`src/rtl/vram_pkg.sv`:
```
// vram_pkg: shared constants and types for the VRAM write controller.
// Region map, register indices and the controller FSM state enum.
package vram_pkg;

  localparam logic [12:0] TILE_BASE   = 13'h0000;
  localparam logic [12:0] ATTR_BASE   = 13'h0800;
  localparam logic [12:0] COLOR_BASE  = 13'h1800;
  localparam logic [12:0] COLOR_LIMIT = 13'h1810;

  localparam logic [3:0] REG_PTR_LO = 4'd0;
  localparam logic [3:0] REG_PTR_HI = 4'd1;
  localparam logic [3:0] REG_DATA   = 4'd2;
  localparam logic [3:0] REG_INCR   = 4'd3;
  localparam logic [3:0] REG_CNT_LO = 4'd4;
  localparam logic [3:0] REG_CNT_HI = 4'd5;
  localparam logic [3:0] REG_FILL   = 4'd6;
  localparam logic [3:0] REG_CTRL   = 4'd7;

  typedef enum logic [1:0] {
    IDLE,
    FILL_WAIT,
    FILL
  } state_t;

endpackage

```
`src/rtl/vram_write_controller_if.sv`:
```
// vram_write_controller_if: CPU register write bus (strobe, index, data).
// master drives reg_we/reg_addr/reg_wdata; slave (the controller) samples them.
interface vram_write_controller_if;
  logic       reg_we;
  logic [3:0] reg_addr;
  logic [7:0] reg_wdata;

  modport master (
    output reg_we,
    output reg_addr,
    output reg_wdata
  );

  modport slave (
    input reg_we,
    input reg_addr,
    input reg_wdata
  );
endinterface

```
`src/rtl/vram_write_controller_write_fifo.sv`:
```
// write_fifo: synchronous posted-write FIFO with full/empty flags.
// Ports: clk, rst (sync active-low), push/wdata, pop/rdata (show-ahead), full, empty.
module write_fifo #(
  parameter int FIFO_DEPTH = 4,
  parameter int WIDTH      = 21
) (
  input  logic             clk,
  input  logic             rst,
  input  logic             push,
  input  logic             pop,
  input  logic [WIDTH-1:0] wdata,
  output logic [WIDTH-1:0] rdata,
  output logic             full,
  output logic             empty
);

  localparam int PW = $clog2(FIFO_DEPTH);
  localparam int CW = PW + 1;

  logic [WIDTH-1:0] mem [FIFO_DEPTH];
  logic [PW-1:0]    rd_ptr;
  logic [PW-1:0]    wr_ptr;
  logic [CW-1:0]    count;
  logic             do_push;
  logic             do_pop;

  assign empty   = (count == '0);
  assign full    = (count == CW'(FIFO_DEPTH));
  assign do_pop  = pop && !empty;
  // A full FIFO still accepts a push when it pops in the same cycle.
  assign do_push = push && (!full || do_pop);
  assign rdata   = mem[rd_ptr];

  always_ff @(posedge clk) begin
    if (!rst) begin
      rd_ptr <= '0;
      wr_ptr <= '0;
      count  <= '0;
    end else begin
      if (do_push) wr_ptr <= wr_ptr + PW'(1);
      if (do_pop)  rd_ptr <= rd_ptr + PW'(1);
      case ({do_push, do_pop})
        2'b10:   count <= count + CW'(1);
        2'b01:   count <= count - CW'(1);
        default: count <= count;
      endcase
    end
  end

  always_ff @(posedge clk) begin
    if (do_push) mem[wr_ptr] <= wdata;
  end

endmodule

```
`src/rtl/vram_write_controller.sv`:
```
// vram_write_controller: pointer/FIFO/fill sequencer for tile, attribute, colour RAM.
// Ports: CLK100MHz, rst (sync active-low), bus (register writes), three write ports, busy, err.
module vram_write_controller
  import vram_pkg::*;
#(
  parameter int FIFO_DEPTH = 4,
  parameter int ADDR_WIDTH = 13
) (
  input  logic                     CLK100MHz,
  input  logic                     rst,
  vram_write_controller_if.slave   bus,
  output logic                     tile_memory_write_enable,
  output logic [10:0]              tile_memory_write_addr,
  output logic [7:0]               tile_memory_write_data,
  output logic                     attribute_memory_write_enable,
  output logic [11:0]              attribute_memory_write_addr,
  output logic [7:0]               attribute_memory_write_data,
  output logic                     color_memory_write_enable,
  output logic [3:0]               color_memory_write_addr,
  output logic [7:0]               color_memory_write_data,
  output logic                     busy,
  output logic                     err
);

  localparam int EW = ADDR_WIDTH + 8;

  state_t                state;
  state_t                state_nx;
  logic [ADDR_WIDTH-1:0] ptr;
  logic [7:0]            incr;
  logic [15:0]           cnt;
  logic [7:0]            fill_byte;

  logic                  we;
  logic [3:0]            idx;
  logic [7:0]            wd_in;
  logic                  in_idle;
  logic                  reg_hit;
  logic                  push;
  logic                  push_ok;
  logic                  pop;
  logic                  fill_go;
  logic                  full;
  logic                  empty;
  logic [EW-1:0]         head;
  logic                  wv;
  logic [ADDR_WIDTH-1:0] wa;
  logic [7:0]            wd;
  logic                  t_hit;
  logic                  a_hit;
  logic                  c_hit;
  logic                  bad;
  logic [11:0]           attr_off;
  logic                  err_set;

  assign we    = bus.reg_we;
  assign idx   = bus.reg_addr;
  assign wd_in = bus.reg_wdata;
  assign busy  = !empty || (state != IDLE);

  write_fifo #(
    .FIFO_DEPTH (FIFO_DEPTH),
    .WIDTH      (EW)
  ) u_fifo (
    .clk   (CLK100MHz),
    .rst   (rst),
    .push  (push_ok),
    .pop   (pop),
    .wdata ({ptr, wd_in}),
    .rdata (head),
    .full  (full),
    .empty (empty)
  );

  always_comb begin
    state_nx = state;
    in_idle  = (state == IDLE);
    reg_hit  = we && (idx <= REG_FILL);
    pop      = !empty && (state != FILL);
    push     = we && (idx == REG_DATA) && in_idle;
    push_ok  = push && (!full || pop);
    fill_go  = we && (idx == REG_FILL) && in_idle && (cnt != '0);

    unique case (1'b1)
      (state == IDLE):      if (fill_go) state_nx = empty ? FILL : FILL_WAIT;
      (state == FILL_WAIT): if (empty) state_nx = FILL;
      (state == FILL):      if (cnt == 16'd1) state_nx = IDLE;
      default:              state_nx = IDLE;
    endcase

    wv = 1'b0;
    wa = '0;
    wd = '0;
    if (state == FILL) begin
      wv = 1'b1;
      wa = ptr;
      wd = fill_byte;
    end else if (pop) begin
      wv = 1'b1;
      wa = head[EW-1:8];
      wd = head[7:0];
    end

    t_hit    = wv && (wa < ATTR_BASE);
    a_hit    = wv && (wa >= ATTR_BASE) && (wa < COLOR_BASE);
    c_hit    = wv && (wa >= COLOR_BASE) && (wa < COLOR_LIMIT);
    bad      = wv && (wa >= COLOR_LIMIT);
    attr_off = 12'(wa - ATTR_BASE);
    // Busy-time register writes and FIFO overflow drops also flag err.
    err_set  = bad || (reg_hit && !in_idle) || (push && !push_ok);
  end

  always_ff @(posedge CLK100MHz) begin
    if (!rst) begin
      state     <= IDLE;
      ptr       <= '0;
      incr      <= 8'd1;
      cnt       <= '0;
      fill_byte <= '0;
      err       <= 1'b0;
    end else begin
      state <= state_nx;
      if (in_idle && we) begin
        case (idx)
          REG_PTR_LO: ptr[7:0] <= wd_in;
          REG_PTR_HI: ptr[ADDR_WIDTH-1:8] <= wd_in[ADDR_WIDTH-9:0];
          REG_DATA:   if (push_ok) ptr <= ptr + ADDR_WIDTH'(incr);
          REG_INCR:   incr <= wd_in;
          REG_CNT_LO: cnt[7:0] <= wd_in;
          REG_CNT_HI: cnt[15:8] <= wd_in;
          REG_FILL:   if (fill_go) fill_byte <= wd_in;
          default:    ;
        endcase
      end
      if (state == FILL) begin
        ptr <= ptr + ADDR_WIDTH'(incr);
        cnt <= cnt - 16'd1;
      end
      if (err_set) err <= 1'b1;
      else if (we && (idx == REG_CTRL)) err <= 1'b0;
    end
  end

  always_ff @(posedge CLK100MHz) begin
    if (!rst) begin
      tile_memory_write_enable      <= 1'b0;
      tile_memory_write_addr        <= '0;
      tile_memory_write_data        <= '0;
      attribute_memory_write_enable <= 1'b0;
      attribute_memory_write_addr   <= '0;
      attribute_memory_write_data   <= '0;
      color_memory_write_enable     <= 1'b0;
      color_memory_write_addr       <= '0;
      color_memory_write_data       <= '0;
    end else begin
      tile_memory_write_enable      <= t_hit;
      attribute_memory_write_enable <= a_hit;
      color_memory_write_enable     <= c_hit;
      if (t_hit) begin
        tile_memory_write_addr <= wa[10:0];
        tile_memory_write_data <= wd;
      end
      if (a_hit) begin
        attribute_memory_write_addr <= attr_off;
        attribute_memory_write_data <= wd;
      end
      if (c_hit) begin
        color_memory_write_addr <= wa[3:0];
        color_memory_write_data <= wd;
      end
    end
  end

endmodule

```
`src/flat_wrapper.sv`:
```
// flat-port wrapper written by rule: the top's interface ports become plain ports
module vram_write_controller_flat import vram_pkg::*;
#(
  parameter int FIFO_DEPTH = 4,
  parameter int ADDR_WIDTH = 13
)
  (CLK100MHz, rst, tile_memory_write_enable, tile_memory_write_addr, tile_memory_write_data, attribute_memory_write_enable, attribute_memory_write_addr, attribute_memory_write_data, color_memory_write_enable, color_memory_write_addr, color_memory_write_data, busy, err, bus_reg_we, bus_reg_addr, bus_reg_wdata);
  vram_write_controller_if bus_i ();
  input  logic CLK100MHz;
  input  logic rst;
  output logic tile_memory_write_enable;
  output logic [10:0] tile_memory_write_addr;
  output logic [7:0] tile_memory_write_data;
  output logic attribute_memory_write_enable;
  output logic [11:0] attribute_memory_write_addr;
  output logic [7:0] attribute_memory_write_data;
  output logic color_memory_write_enable;
  output logic [3:0] color_memory_write_addr;
  output logic [7:0] color_memory_write_data;
  output logic busy;
  output logic err;
  input wire logic [$bits(bus_i.reg_we)-1:0] bus_reg_we;
  input wire logic [$bits(bus_i.reg_addr)-1:0] bus_reg_addr;
  input wire logic [$bits(bus_i.reg_wdata)-1:0] bus_reg_wdata;
  assign bus_i.reg_we = bus_reg_we;
  assign bus_i.reg_addr = bus_reg_addr;
  assign bus_i.reg_wdata = bus_reg_wdata;
  vram_write_controller #(.FIFO_DEPTH(FIFO_DEPTH), .ADDR_WIDTH(ADDR_WIDTH)) u_core (.CLK100MHz(CLK100MHz), .rst(rst), .bus(bus_i), .tile_memory_write_enable(tile_memory_write_enable), .tile_memory_write_addr(tile_memory_write_addr), .tile_memory_write_data(tile_memory_write_data), .attribute_memory_write_enable(attribute_memory_write_enable), .attribute_memory_write_addr(attribute_memory_write_addr), .attribute_memory_write_data(attribute_memory_write_data), .color_memory_write_enable(color_memory_write_enable), .color_memory_write_addr(color_memory_write_addr), .color_memory_write_data(color_memory_write_data), .busy(busy), .err(err));
endmodule
```
`config.mk`:
```
export PLATFORM = sky130hd
export DESIGN_NAME = vram_write_controller_flat
export DESIGN_NICKNAME = d
export VERILOG_FILES = /design/src/rtl/vram_pkg.sv /design/src/rtl/vram_write_controller_if.sv /design/src/rtl/vram_write_controller_write_fifo.sv /design/src/rtl/vram_write_controller.sv /design/src/flat_wrapper.sv
export SDC_FILE = /design/constraint.sdc
export NUM_CORES = 1
export LEC_CHECK = 0
export BUFFER_PORTS_ARGS = -buffer_cell sky130_fd_sc_hd__buf_2
export CORE_MARGIN = 2
export CORE_UTILIZATION = 35
export DETAILED_ROUTE_END_ITERATION = 7
export PLACE_DENSITY_LB_ADDON = 0.15
export REMOVE_ABC_BUFFERS = 1
export SYNTH_ARGS = -nofsm -noshare
export SYNTH_HDL_FRONTEND = slang
export SYNTH_SLANG_ARGS = --single-unit
export TNS_END_PERCENT = 5
```
`constraint.sdc`:
```
create_clock -name CLK100MHz -period 3.1 [get_ports CLK100MHz]
set_input_delay 0 -clock CLK100MHz [delete_from_list [all_inputs] [get_ports CLK100MHz]]
set_output_delay 0 -clock CLK100MHz [all_outputs]
set_load 0.01 [all_outputs]
```
==> out/qor.csv, run 1 <==
stage,metric,value,unit
layout,drive_gt1_share,18.4,%
grt,grt_pass1_wl,32600,um
yosys,synth_area_per_cell,11.4,um2
layout,layout.cells.non_filler,1139,
setup_path,worstPathRequired,3.42,ns
timing,holdWs,0.0214,ns
floorplanning,chipHeight,158,um
layout,final_common_cell,dfxtp_1,
setup_path,ff2ff_path_depth,9,
grt,grt_pass1_vias,5847,
yosys,synthFlopType,dfxtp_1,
setup_path,crit_fanout,7,
yosys,yosys.area.top_type_share,30.3,%
yosys,syn_area,0.00834,mm2
grt,grt_max_degree,44,
floorplanning,ioPinCount,71,
drt,firstDrtPassIters,5,
timing,finClkSkew,0.0105,ns
layout,final_nets,839,
yosys,async_flop_share,0,%
drt,ant_nets,0,
clocking,cts_tree,yes,
timing,hold_violations,0,
layout,antenna_cells,0,
setup_path,path_class,reg2reg,
setup_path,crit_chain,"ha_1, inv_1, fa_1, nor2b_1, o21ai_0, a211oi_1, nor2_1, o2111a_1, or3_1",
timing,slew_viol_final,0,
clocking,clock_sinks,195,
setup_path,cp_slowest_stage_delay,0.44,ns
place,placed_area,0.00906,mm2
clocking,path_clk_slew,0.07,ns
power,power_density,763,mW/mm2
grt,antenna_found_initial,0,
clocking,clock_latency,0.43,ns
timing,setup_viol,0,
run_status,outcome,"finished, final reports clean",
yosys,ys_seq_elements,195,
job,cap_violations,0,
yosys,netlist_top_cells_area,"edfxtp_1 (30%), dfxtp_1 (27%), a211oi_1 (3.8%), mux4_2 (3.8%), nor2_1 (3.6%)",
setup_path,cp_slowest_cell,dfxtp_1,
layout,syn2layout_area_growth,17.3,%
setup_path,r2r-start,u_core.ptr[0],
setup_path,r2r-end,u_core.ptr[10],
place,gp_congestion,0.824,
yosys,ys_warn_count,0,
floorplanning,die-width,158,um
timing,post-route-period-util,89.6,%
floorplanning,fp-row-count,56,
drt,wl,20700,um
grt,grt_overflow,0,
yosys,synthCells,733,
yosys,yosysTopAreaCell,edfxtp_1,
hold_path,hold_path_class,in2reg,
setup_path,crit_family,compound AO/OA/AOI/OAI gates,
layout,n_fill_cell,2280,
timing,tightest_slew,0.998,ns
timing,fmax,360,MHz
drt,wl_per_cell,18.2,um
yosys,yosysSeqAreaShare,56.9,%
clocking,h-tree-depth,4,
timing,slew_headroom,33.2,%
floorplanning,die_area,0.0251,mm2
hold_path,hold_end,u_core.err,
setup_path,critical_path.startpoint_type,flip-flop,
power,p_leak,3.52,nW
setup_path,setup.worst_path.end_class,flip-flop,
layout,final_area,0.00978,mm2
clocking,root_buffer,clkbuf_16,
clocking,numCtsBuffers,17,
setup_path,arrival,3.09,ns
drt,viasPerCell,5.27,
layout,layout_common_cells,"dfxtp_1 (111), edfxtp_1 (84), nor2_1 (78)",
drt,vias,6005,
hold_path,hold_depth,3,
clocking,cts_buffer_depth,2,
drt,drc,0,
hold_path,min_from,bus_reg_addr[0],
power,vdd_drop_max,0.297,mV
place,io_buffers,70,
floorplanning,coreArea,0.0234,mm2
timing,rsz0062_at_grt,false,
setup_path,rrSetupSlack,0.32,ns
timing,setup-tns-final,0,ns
place,dpl.hpwl,13800,um
floorplanning,initial_utilization,35.6,%
yosys,synth_edf_count,84,
yosys,yosysUniqueCellTypes,61,
drt,drt_iter0_drc,493,
timing,fin_crit,2.78,ns
setup_path,crit_buf_inv,1,
place,place_inst,1097,
grt,track_usage,17.2,%
layout,fin_util,41.8,%
[synth_stat cells, drive strengths merged, types with 2 or more instances]
library cell	number
a211oi	42
a21bo	2
a21o	5
a21oi	37
a221oi	2
a22oi	21
a311oi	3
a31oi	8
a32oi	2
and2	11
and3	2
buf	16
clkbuf	31
dfxtp	111
edfxtp	84
fa	2
ha	15
inv	15
mux2i	21
mux4	21
nand2	55
nand2b	15
nand3	19
nand3b	4
nand4	2
nor2	79
nor2b	8
nor3	16
nor4	5
o211ai	7
o21ai	30
o311ai	4
o31ai	3
or3	6
or4	3
xnor2	5
xor2	7
[logic make-up after synthesis]
kind of cell / after synthesis / share of synthesized area, %
buf+inv: 63 / 3.33
compound gates: 174 / 13.9
simple gates: 229 / 13.3
flops: 195 / 56.9
fa+ha+maj: 18 / 2.85
mux: 42 / 8.51
xor+xnor: 12 / 1.26
[metrics by stage]
step	worst slack, ns	total power [mW]
detailed placement	0.380	5.27
global placement	0.506	5.22
CTS	0.342	7.56
floorplan	-0.172	4.48
finish	0.322	7.46
global route	0.0841	7.88
[worst max path at each step]
| stage | end | slack, ns | depth (start not counted) | startpoint |
|---|---|---|---|---|
| 4_1_cts | u_core.ptr[10] | 0.34 | 9 | u_core.ptr[0] |
| 3_3_place_gp | u_core.ptr[10] | 0.51 | 9 | u_core.ptr[0] |
| 5_1_grt | u_core.ptr[10] | 0.08 | 9 | u_core.ptr[0] |
| 2_1_floorplan | u_core.tile_memory_write_addr[0] | -0.17 | 6 | u_core.state[1] |
| 3_5_place_dp | u_core.ptr[10] | 0.38 | 9 | u_core.ptr[0] |
| 6_report | u_core.ptr[10] | 0.32 | 9 | u_core.ptr[0] |
[tightest hold or removal path: stages]
cell and delay, ns:
buf_2 0.15, a31oi_1 0.14, o21a_1 0.13
[power breakdown]
part | internal (mW) | switching, mW | total, mW
Sequential | 2.97 | 0.190 | 3.16
Clock | 1.23 | 1.04 | 2.28
Combinational | 0.822 | 1.20 | 2.02
Total | 5.02 | 2.43 | 7.46
[what timing repair did]
item	CTS	global route
setup buffers	0	0
hold buffers	10	0
endpoints found under the hold margin	56	0
gates resized for setup	0	0
[per-layer routing]
layer | part of all wire (%) | vias to the layer above | track usage [%]
li1 | - | 2870 | -
met1 | 47 | 2947 | 23.3
met2 | 47 | 167 | 28.0
met3 | 4.6 | 21 | 3.08
met4 | 1.4 | 0 | 5.62
met5 | 0 | - | 0
[registers in the layout, indices dropped and copies added (netlist names), 3 cells and up, named ones only]
| signal | count |
|---|---|
| u_core.attribute_memory_write_addr | 12 |
| u_core.attribute_memory_write_data | 8 |
| u_core.cnt | 16 |
| u_core.color_memory_write_addr | 4 |
| u_core.color_memory_write_data | 8 |
| u_core.fill_byte | 8 |
| u_core.incr | 8 |
| u_core.ptr | 13 |
| u_core.tile_memory_write_addr | 11 |
| u_core.tile_memory_write_data | 8 |
| u_core.u_fifo.count | 3 |
| u_core.u_fifo.mem | 84 |
[layout make-up]
| type | count | area (um2) | area share [%] |
|---|---|---|---|
| Clock inverter | 13 | 136 | 1.39 |
| Multi-Input combinational cell | 475 | 3350 | 34.2 |
| Clock buffer | 19 | 475 | 4.86 |
| Inverter | 16 | 60.1 | 0.614 |
| Timing Repair Buffer | 102 | 616 | 6.30 |
| Sequential cell | 195 | 4740 | 48.5 |
| Tap cell | 319 | 399 | 4.08 |
Power figures use the tool's default switching activity.
==> inputs of run 2 (changes only) <==
==> constraint.sdc (replaced) <==
create_clock -name CLK100MHz -period 2.7 [get_ports CLK100MHz]
set_input_delay 0 -clock CLK100MHz [delete_from_list [all_inputs] [get_ports CLK100MHz]]
set_output_delay 0 -clock CLK100MHz [all_outputs]
set_load 0.01 [all_outputs]
==> out/qor.csv, run 2 (synthesis results as in run 1) <==
stage,metric,value,unit
power,p_leak,3.53,nW
setup_path,critical_path.startpoint_type,flip-flop,
place,placed_area,0.00915,mm2
place,io_buffers,70,
timing,fin_crit,2.49,ns
setup_path,crit_chain,"ha_1, inv_1, fa_1, nor2b_1, o21ai_0, a211oi_2, nor2_1, o2111a_1, or3_1",
setup_path,crit_fanout,7,
timing,fmax,401,MHz
power,power.internal,5.75,mW
clocking,cts_buffer_depth,2,
drt,vias,6017,
setup_path,ff2ff_path_depth,9,
clocking,cts_tree,yes,
floorplanning,die_area,0.0251,mm2
run_status,outcome,"finished, final reports clean",
setup_path,crit_path_start,u_core.ptr[0],
layout,n_fill_cell,2262,
setup_path,path_class,reg2reg,
grt,grt_max_degree,57,
grt,track_usage,17.2,%
drt,ant_nets,0,
drt,firstDrtPassIters,5,
clocking,root_buffer,clkbuf_16,
grt,antenna_found_initial,0,
layout,multiInputGateArea,0.00335,mm2
power,p_switching,2.73,mW
timing,hold_violations,0,
setup_path,r2r-end,u_core.ptr[10],
hold_path,hold_path_class,in2reg,
clocking,clock_latency,0.44,ns
floorplanning,fp-row-count,56,
layout,final_common_cell,dfxtp_1,
layout,layout_common_cells,"dfxtp_1 (110), edfxtp_1 (84), nor2_1 (78)",
floorplanning,initial_utilization,35.6,%
layout,antenna_cells,0,
power,power_density,865,mW/mm2
setup_path,cp_slowest_stage_delay,0.38,ns
layout,final_nets,842,
clocking,numCtsBuffers,17,
clocking,h-tree-depth,4,
drt,viasPerCell,5.27,
floorplanning,chipHeight,158,um
setup_path,r2r-start,u_core.ptr[0],
job,cap_violations,0,
drt,drt_iter0_drc,403,
grt,grt_pass1_wl,32800,um
power,power_frac_seq,42.6,%
timing,slew_headroom,29.1,%
setup_path,crit_path_end,u_core.ptr[10],
setup_path,setup.worst_path.end_class,flip-flop,
hold_path,hold_depth,3,
place,dpl.hpwl,13900,um
power,clkPwrFrac,29.0,%
setup_path,arrival,2.82,ns
drt,drc,0,
drt,wl_per_cell,18.4,um
timing,finClkSkew,0.0124,ns
floorplanning,ioPinCount,71,
place,gp_congestion,0.837,
setup_path,rrSetupSlack,0.21,ns
layout,drive_gt1_share,18.9,%
timing,slew_viol_final,0,
power,vdd_drop_max,0.407,mV
layout,final_area,0.00981,mm2
setup_path,worstPathRequired,3.02,ns
layout,top_regs,"u_core.u_fifo.mem (84), u_core.cnt (16), u_core.ptr (13)",
grt,grt_pass1_vias,6065,
timing,rsz0062_at_grt,false,
grt,grt_overflow,0,
timing,tightest_slew,1.06,ns
timing,setup-tns-final,0,ns
layout,regMostFlops,u_core.u_fifo.mem,
layout,largest_reg_flops,84,
timing,setup_viol,0,
layout,syn2layout_area_growth,17.6,%
power,combinationalPowerShare,28.4,%
clocking,post_cts_buffers,0,
clocking,clock_sinks,195,
floorplanning,die-width,158,um
layout,fin_util,41.9,%
floorplanning,coreArea,0.0234,mm2
clocking,path_clk_slew,0.07,ns
drt,wl,21000,um
timing,post-route-period-util,92.4,%
power,p_sw_share,32.2,%
setup_path,cp_slowest_cell,dfxtp_2,
layout,regArea,0.00475,mm2
run 2: cell types whose count changed in the layout (fill, tap and decap cells not counted), moves of 2 or more:
cell and delta:
buf_12 +4, clkbuf_8 +2, inv_4 +3, dlygate4sd3_1 -2, inv_6 -3
run 2: stage by stage:
step                power, mW  setup WS, ns  cells  hold slack, ns
finish                   8.48         0.205   1141          0.0167
global route             8.96        0.0422   1141          0.0375
CTS                      8.58        0.0794   1141          0.0134
detailed placement       6.11         0.112   1102           0.346
global placement         6.02         0.197   1102           0.347
floorplan                5.14        -0.572    686          0.0619
run 2: area by class of cell:
type                            instances  area share, %
Clock buffer                           22           5.17
Clock inverter                          9          0.638
Inverter                               16          0.612
Multi-Input combinational cell        475           34.2
Sequential cell                       195           48.4
Tap cell                              319           4.07
Timing Repair Buffer                  105           6.97
run 2: power groups by stage:
stage,Combinational [mW],Clock (mW),Sequential (mW)
after floorplan,1.31,0,3.83
after global placement,2.37,0,3.66
after detailed placement,2.43,0,3.68
after CTS,2.45,2.51,3.62
after global routing,2.68,2.63,3.66
final,2.41,2.46,3.61
run 2: critical path, delay by kind of cell, from the launching register on:
kind	cells	cell delay (ns)
AO/OA/AOI/OAI	3	0.72
adder cells (fa/ha/maj)	2	0.61
buffers and inverters	1	0.07
flip-flops	1	0.38
AND/OR/NAND/NOR	3	0.60
run 2: routing by layer:
metal	wire (um)	GRT usage [%]
met1	9870	22.7
met2	9890	28.7
met3	781	3.02
met4	448	6.09
met5	0	0
run 2: how the worst min path moves through the flow:
stage | startpoint | slack [ns] | endpoint
global placement | bus_reg_wdata[6] | 0.35 | u_core.u_fifo.mem[3][6]
finish | bus_reg_addr[1] | 0.02 | u_core.err
global route | bus_reg_addr[1] | 0.04 | u_core.err
CTS | bus_reg_addr[1] | 0.01 | u_core.err
detailed placement | bus_reg_wdata[6] | 0.35 | u_core.u_fifo.mem[2][6]
floorplan | rst | 0.06 | u_core.incr[0]
run 2: what timing repair did:
| action | in CTS | in global routing |
|---|---|---|
| hold buffers | 8 | 0 |
| gates resized for setup | 0 | 2 |
| endpoints found under the hold margin | 52 | 0 |
| setup endpoints to repair | 0 | 1 |
==> inputs of run 3 (changes only) <==
--- a/config.mk
+++ b/config.mk
@@ -9,7 +9,7 @@
 export CORE_MARGIN = 2
 export CORE_UTILIZATION = 35
 export DETAILED_ROUTE_END_ITERATION = 7
-export PLACE_DENSITY_LB_ADDON = 0.15
+export PLACE_DENSITY_LB_ADDON = 0.3
 export REMOVE_ABC_BUFFERS = 1
 export SYNTH_ARGS = -nofsm -noshare
 export SYNTH_HDL_FRONTEND = slang
==> out/qor.csv, run 3 (synthesis results as in run 1) <==
stage,metric,value,unit
setup_path,arrival,2.83,ns
floorplanning,initial_utilization,35.6,%
clocking,numCtsBuffers,17,
timing,setup-tns-final,0,ns
drt,vias,5915,
clocking,h-tree-depth,4,
place,pre_cts_ws,0.110,ns
place,dpl.hpwl,12900,um
run_status,outcome,"finished, final reports clean",
grt,grt_most_used_layer,met2,
setup_path,crit_buf_inv,1,
layout,final_nets,853,
drt,ant_nets,0,
timing,finClkSkew,0.0128,ns
setup_path,r2r-start,u_core.ptr[0],
drt,wl,19500,um
timing,setup_ws,0.182,ns
clocking,root_buffer,clkbuf_16,
grt,gr-usage-met3,3.18,%
layout,final_common_cell,dfxtp_1,
drt,drt_iter0_drc,340,
layout,largest_reg_flops,84,
grt,use_met2,25.7,%
timing,slew_headroom,30.4,%
layout,layout_common_cells,"dfxtp_1 (110), edfxtp_1 (84), nor2_1 (78)",
clocking,post_cts_buffers,0,
setup_path,worstPathRequired,3.01,ns
setup_path,crit_chain,"ha_1, inv_1, fa_1, nor2b_1, o21ai_0, a211oi_2, nor2_1, o2111a_1, or3_1",
timing,rsz0062_at_grt,false,
drt,drc,0,
grt,grt_pass1_vias,5478,
clocking,clock_latency,0.44,ns
timing,post-route-period-util,93.2,%
setup_path,path_class,reg2reg,
timing,slew_viol_final,0,
floorplanning,die-width,158,um
setup_path,crit_path_start,u_core.ptr[0],
drt,viasPerCell,5.13,
clocking,clock_sinks,195,
layout,antenna_cells,0,
setup_path,cp_slowest_stage_delay,0.39,ns
grt,track_usage,16.2,%
setup_path,crit_fanout,7,
timing,hold_violations,0,
power,vdd_drop_max,0.407,mV
hold_path,min_from,bus_reg_addr[0],
timing,tightest_slew,1.04,ns
floorplanning,die_area,0.0251,mm2
grt,grt_pass1_wl,30700,um
drt,wl_per_cell,16.9,um
place,gp_congestion,0.791,
hold_path,hold_path_class,in2reg,
layout,drive_gt1_share,19.8,%
timing,fin_crit,2.52,ns
clocking,path_clk_slew,0.07,ns
clocking,cts_tree,yes,
floorplanning,fp-row-count,56,
grt,grt_overflow,0,
place,io_buffers,70,
grt,grt_max_degree,45,
layout,syn2layout_area_growth,18.6,%
grt,antenna_found_initial,0,
setup_path,crit_family,compound AO/OA/AOI/OAI gates,
setup_path,cp_slowest_cell,dfxtp_2,
job,cap_violations,0,
power,power_density,850,mW/mm2
timing,fmax,397,MHz
setup_path,setup.worst_path.end_class,flip-flop,
clocking,cts_buffer_depth,2,
timing,setup_viol,0,
floorplanning,chipHeight,158,um
power,p_leak,3.57,nW
setup_path,critical_path.startpoint_type,flip-flop,
drt,firstDrtPassIters,5,
floorplanning,ioPinCount,71,
layout,top_regs,"u_core.u_fifo.mem (84), u_core.cnt (16), u_core.ptr (13)",
floorplanning,coreArea,0.0234,mm2
power,power,8.40,mW
grt,use_met1,22.9,%
layout,regMostFlops,u_core.u_fifo.mem,
layout,n_fill_cell,2271,
==> run 3: cell types whose count changed in the layout (fill, tap and decap cells not counted), moves of 3 or more <==
cell	previous run	this run
buf_4	23	33
inv_4	4	0
clkinv_8	0	3
clkinvlp_4	0	3
==> run 3: final timing paths <==
kind | end | slack [ns] | depth (start not counted)
worst min-delay path | u_core.err | 0.04 | 3
worst min register to register | u_core.color_memory_write_data[1] | 0.46 | 2
worst max-delay path | u_core.ptr[10] | 0.18 | 9
worst max register to register | u_core.ptr[10] | 0.18 | 9
==> run 3: power breakdown <==
group | internal [mW] | switching (mW)
Clock | 1.22 | 1.21
Sequential | 3.40 | 0.177
Combinational | 1.01 | 1.37
==> run 3: worst register-to-register path: stages, from the launching register on <==
cell,delay (ns)
dfxtp_2,0.39
ha_1,0.22
inv_1,0.06
fa_1,0.37
nor2b_1,0.15
o21ai_0,0.16
a211oi_2,0.31
nor2_1,0.13
o2111a_1,0.26
or3_1,0.35
==> run 3: final cells by class <==
class                      instances  area (um2)  area share (%)
tap                              319         399            4.04
clock buffer                      17         425            4.30
timing repair buffer             116         758            7.67
clock inverter                    15         148            1.49
sequential                       195        4750            48.0
multi-input combinational        475        3350            33.9
inverter                          16        60.1           0.607
==> run 3: routing by layer <==
layer  up-vias  routed length (um)
li1       2904                   -
met5         -                   0
met2       140                8850
met4         0                 159
met1      2858                9510
met3        13                 983
==> run 3: what timing repair did <==
item	in CTS	in global routing
resized for setup	0	2
endpoints found under the hold margin	62	0
setup endpoints to repair	0	1
hold buffers	10	0
==> run 3: through the flow <==
stage	util [%]	cells	cell area (um2)	hold WS, ns
2_1_floorplan	-	686	8120	0.0619
3_3_place_gp	39.3	1111	9210	0.380
3_5_place_dp	39.3	1111	9210	0.375
4_1_cts	42.2	1153	9880	0.0222
5_1_grt	42.2	1153	9890	0.0868
6_report	42.2	1153	9890	0.0390
